**src/rtl/trng_bit_collector.sv**
```systemverilog
`default_nettype none
// ============================================================================
// Module      : trng_bit_collector
// Description : Samples the oscillator edge counter once per window, reduces
//               each sample to one raw bit by parity, debiases raw bits with
//               a von Neumann corrector, packs corrected bits LSB-first into
//               words and offers them on a valid/ready interface. A
//               repetition-count health test blocks output permanently once
//               a stuck entropy source is detected.
// Ports       : clk_i      - clock, all state on rising edge
//               rst_i      - asynchronous active-high reset
//               cnt_val_i  - counter value [BW-1:0]
//               en_i       - collection enable
//               data_o     - output word [WORD_W-1:0], first bit in bit 0
//               valid_o    - data_o holds an unconsumed word
//               ready_i    - consumer accepts the word
//               fail_o     - health test failed (sticky until reset)
// Revision    : 1.0 - initial release
// ============================================================================
module trng_bit_collector #(
    parameter int BW        = 3,
    parameter int WIN_LEN   = 16,
    parameter int WORD_W    = 8,
    parameter int REP_LIMIT = 8
) (
    input  logic              clk_i,
    input  logic              rst_i,
    input  logic [BW-1:0]     cnt_val_i,
    input  logic              en_i,
    output logic [WORD_W-1:0] data_o,
    output logic              valid_o,
    input  logic              ready_i,
    output logic              fail_o
);

    localparam int c_WC_W = $clog2(WIN_LEN);
    localparam int c_BC_W = $clog2(WORD_W);
    localparam int c_RC_W = $clog2(REP_LIMIT + 1);

    localparam logic [0:0] c_EMPTY      = 1'b0;
    localparam logic [0:0] c_HAVE_FIRST = 1'b1;

    logic [c_WC_W-1:0] r_wc;
    logic              r_raw;
    logic              r_raw_vld;
    logic              r_prev;
    logic [c_RC_W-1:0] r_rc;
    logic              r_fail;
    logic [0:0]        r_state;
    logic              r_first;
    logic [WORD_W-1:0] r_asm;
    logic [c_BC_W-1:0] r_bc;
    logic [WORD_W-1:0] r_data;
    logic              r_valid;

    logic              w_win_end;
    logic              w_step;
    logic [c_RC_W-1:0] w_rc_next;
    logic              w_trip;
    logic [0:0]        w_state_next;
    logic              w_emit;
    logic              w_bit;
    logic              w_free;
    logic              w_last;
    logic [WORD_W-1:0] w_shift;

    assign w_win_end = en_i && (r_wc == c_WC_W'(WIN_LEN - 1));

    // A raw bit is only consumed while collection is enabled and the source
    // has not been declared stuck; a sample pending when en_i drops is lost.
    assign w_step    = r_raw_vld && en_i && !r_fail;
    assign w_rc_next = ((r_rc == '0) || (r_raw != r_prev)) ? c_RC_W'(1)
                                                           : r_rc + c_RC_W'(1);
    assign w_trip    = w_step && (w_rc_next == c_RC_W'(REP_LIMIT));

    assign w_free  = !r_valid || ready_i;
    assign w_last  = (r_bc == c_BC_W'(WORD_W - 1));
    assign w_shift = {w_bit, r_asm[WORD_W-1:1]};

    // Von Neumann pairing: (0,1) -> 0, (1,0) -> 1, i.e. the emitted bit is
    // the first bit of an unequal pair. The tripping sample is not debiased
    // so the abandoned word cannot be refreshed on the failing edge.
    always_comb begin
        w_state_next = r_state;
        w_emit       = 1'b0;
        w_bit        = r_first;
        if (!en_i) begin
            w_state_next = c_EMPTY;
        end else if (w_step && !w_trip) begin
            case (r_state)
                c_EMPTY: begin
                    w_state_next = c_HAVE_FIRST;
                end
                default: begin
                    w_state_next = c_EMPTY;
                    w_emit       = (r_first != r_raw);
                end
            endcase
        end
    end

    always_ff @(posedge clk_i or posedge rst_i) begin
        if (rst_i) begin
            r_state <= c_EMPTY;
        end else begin
            r_state <= w_state_next;
        end
    end

    always_ff @(posedge clk_i or posedge rst_i) begin
        if (rst_i) begin
            r_wc      <= '0;
            r_raw     <= 1'b0;
            r_raw_vld <= 1'b0;
            r_prev    <= 1'b0;
            r_rc      <= '0;
            r_fail    <= 1'b0;
            r_first   <= 1'b0;
            r_asm     <= '0;
            r_bc      <= '0;
            r_data    <= '0;
            r_valid   <= 1'b0;
        end else begin
            // Sampling window
            if (!en_i || w_win_end) begin
                r_wc <= '0;
            end else begin
                r_wc <= r_wc + c_WC_W'(1);
            end
            r_raw_vld <= w_win_end;
            if (w_win_end) begin
                r_raw <= ^cnt_val_i;
            end

            // Repetition-count health test
            if (w_step) begin
                r_rc   <= w_rc_next;
                r_prev <= r_raw;
                if (w_trip) begin
                    r_fail <= 1'b1;
                end
            end

            if (w_step && !w_trip && (r_state == c_EMPTY)) begin
                r_first <= r_raw;
            end

            // Handshake and word assembly. A completing bit that finds the
            // holding register busy is dropped; bc stays at WORD_W-1 so the
            // next emitted bit retries the completion.
            if (w_trip) begin
                r_valid <= 1'b0;
            end else begin
                if (r_valid && ready_i) begin
                    r_valid <= 1'b0;
                end
                if (w_emit) begin
                    if (!w_last) begin
                        r_asm <= w_shift;
                        r_bc  <= r_bc + c_BC_W'(1);
                    end else if (w_free) begin
                        r_asm   <= w_shift;
                        r_data  <= w_shift;
                        r_valid <= 1'b1;
                        r_bc    <= '0;
                    end
                end
            end
        end
    end

    assign data_o  = r_data;
    assign valid_o = r_valid;
    assign fail_o  = r_fail;

endmodule
`default_nettype wire

```
**config.mk**
```make
export PLATFORM = sky130hd
export DESIGN_NAME = trng_bit_collector
export DESIGN_NICKNAME = d
export VERILOG_FILES = /design/src/rtl/trng_bit_collector.sv
export SDC_FILE = /design/constraint.sdc
export NUM_CORES = 1
export LEC_CHECK = 0
export CORE_MARGIN = 2
export CORE_UTILIZATION = 45
export DETAILED_ROUTE_END_ITERATION = 10
export DONT_BUFFER_PORTS = 1
export SYNTH_ARGS = -nofsm -noshare
export SYNTH_HDL_FRONTEND = slang
export SYNTH_SLANG_ARGS = --single-unit
```
**constraint.sdc**
```tcl
create_clock -name clk_i -period 2.4 [get_ports clk_i]
set_clock_uncertainty 0.1 [all_clocks]
set_input_delay 0.48 -clock clk_i [delete_from_list [all_inputs] [get_ports clk_i]]
set_output_delay 0.48 -clock clk_i [all_outputs]
set_load 0.02 [all_outputs]
```
==> reports/qor.yml <==
drive_above_1_share_pct: 24.8
crit_chain: "ha_1, and4b_1, o31a_1, a211oi_1, mux2_2"
cts-buffers-inserted: 5
setup_tns_ns: 0
final_util_pct: 51.5
syn-num-nets: 140
min_path_type: "input port to flop"
drt_wl_total_um: 2630
critPathCaptureType: "flop"
overflow: 0
cts_tree: "built"
period_needed_ns: 2.19
fmax_mhz: 457
synth_edf_count: 0
synth_seq_cells: 33
num_rows: 21
die_y_um: 63.4
synth_most_common_cell: "dfrtp_1"
wire_per_inst_um: 14.3
slowest_delay_ns: 0.44
dr.pass1.iters: 4
antenna_found_initial: 0
synthTopCellsByArea: "dfrtp_1 (52%), mux2_2 (12%), ha_1 (3.9%)"
required_ns: 2.52
gp_congestion: 0.799
place_area_sq_um: 1650
status: "completed"
initial_core_util_pct: 47.3
fillers: 327
drt_iter0_markers: 24
synth-main-ff-cell: "dfrtp_1"
drv_slew: 0
hold_viol: 0
htree_num_levels: 2
ys_seq_area_share_pct: 51.9
critPathMaxFanout: 5
grt_max_degree: 26
grt_pass1_vias: 1008
hold_slack_ns: 0.145
groute.usage.overall_pct: 14.9
dp_hpwl_um: 1930
vias_per_cell: 5.54
tightest_slew_ns: 0.426
syn_area_per_cell_sq_um: 12.4
synth_common_cells: "dfrtp_1 (33), mux2_2 (17), nand2_1 (8), nor2_1 (8), inv_1 (7)"
cts_root_buf: "clkbuf_4"
critical_path_arrival_ns: 2.31
antenna_left: 0
synth-async-reset-ratio_pct: 100
die_area_sq_um: 4030
design_area_sq_um: 1730
syn_area_sq_um: 1590
clock-sinks: 33
yosysWarnings: 0
peakVddDrop_v: 0.000236
cellPowerDensity_nw_per_um2: 579
grt_pass1_wl_um: 4590
rsz0062_at_grt: "no"
port_buffers: 0
finalSetupViolCount: 0
num_io_pins: 17
final.period_utilization_pct: 91.1
synthCells: 128
crit_slowest_cell: "dfrtp_1"
synth_top_area_share_pct: 51.9
die_x_um: 63.4
cp-start-kind: "flop"
syn2layout_area_growth_pct: 8.81
clk_latency_ns: 0.33
final_nets: 148
clock_path_buffers: 2
yosysTopAreaCell: "dfrtp_1"
path_class: "flop to flop"
vias: 1013
cts.reportedPaths.clkPinSlew_ns: 0.10
leakage_nw: 0.851
slew_headroom_pct: 71.5
drv_cap: 0
post_cts_buffers: 0
drc: 0
total_power_w: 0.00100
ys_types: 34
diodes: 0
core_sq_um: 3360
metrics by stage:
step                instances  setup slack [ns]
global placement          174             0.215
finish                    183             0.214
floorplan                 128             0.368
CTS                       183             0.117
global route              183             0.140
detailed placement        174             0.110
registers in the layout, summed over array words and instances (netlist names):
signal,cells
r_bc,3
r_wc,4
r_raw_vld,1
valid_o,1
r_state,1
data_o,8
r_prev,1
r_rc,4
r_first,1
r_raw,1
r_asm,7
fail_o,1
power breakdown:
part	switching [W]	internal (W)	leakage (nW)
logic	0.0000458	0.0000268	0.361
registers	0.0000129	0.000566	0.449
clock network	0.000180	0.000170	0.0413
worst paths after layout:
check                      startpoint         to  slack [ns]  cells after the start
max in group asynchronous       rst_i   r_asm[5]        1.13                      3
max                           r_rc[1]    r_first        0.21                      5
min reg2reg                   r_wc[0]    r_wc[0]        0.39                      1
max reg2reg                   r_rc[1]    r_first        0.21                      5
min in group asynchronous       rst_i  data_o[5]        0.44                      2
min                              en_i    r_wc[0]        0.15                      2
worst max-delay path: cells and delay by family, from the launching register on:
family | cells | cell delay, ns
flops | 1 | 0.44
compound gates | 2 | 0.66
fa+ha+maj | 1 | 0.26
simple gates | 1 | 0.26
mux | 1 | 0.36
kinds of logic (layout without fill, tap and decap cells):
kind of cell	count (synthesis)	count (layout)	synth area share, %
AOI/OAI and AO/OA	24	24	13.5
xor gates and xnor gates	5	5	2.75
adders and majority gates	5	5	3.93
buffers and inverters	8	17	2.12
DFF	33	33	51.9
muxes	18	18	13.0
and+or+nand+nor	35	35	12.7
metal layers:
layer | GRT usage, % | part of all wire [%]
met3 | 5.89 | 4.7
met4 | 5.71 | 1.8
met1 | 19.2 | 47
met5 | 0 | 0
met2 | 22.6 | 46
final cells by class:
class	instances	area [sq um]	share of cell area, %
Clock buffer	7	65.1	3.76
Clock inverter	1	5.00	0.289
Sequential cell	33	826	47.7
Inverter	7	26.3	1.52
Tap cell	46	57.6	3.33
Timing Repair Buffer	2	17.5	1.01
Multi-Input combinational cell	87	733	42.4
layout by cell type, fill, tap and decap left out, drive strengths merged, types with 3 or more instances in the layout:
master / n
dfrtp: 33
o21ai: 4
ha: 5
nand2: 8
nand3: 6
a21o: 3
mux2: 18
nor3: 3
nor2: 8
inv: 7
clkbuf: 7
xnor2: 4
a21oi: 4
what timing repair did:
action,in CTS,in global routing
hold buffers,1,0
hold endpoints to repair,8,0
endpoints found under the setup margin,0,4
gates resized for setup,0,1
Note: power is estimated with default switching activity, not from simulation.
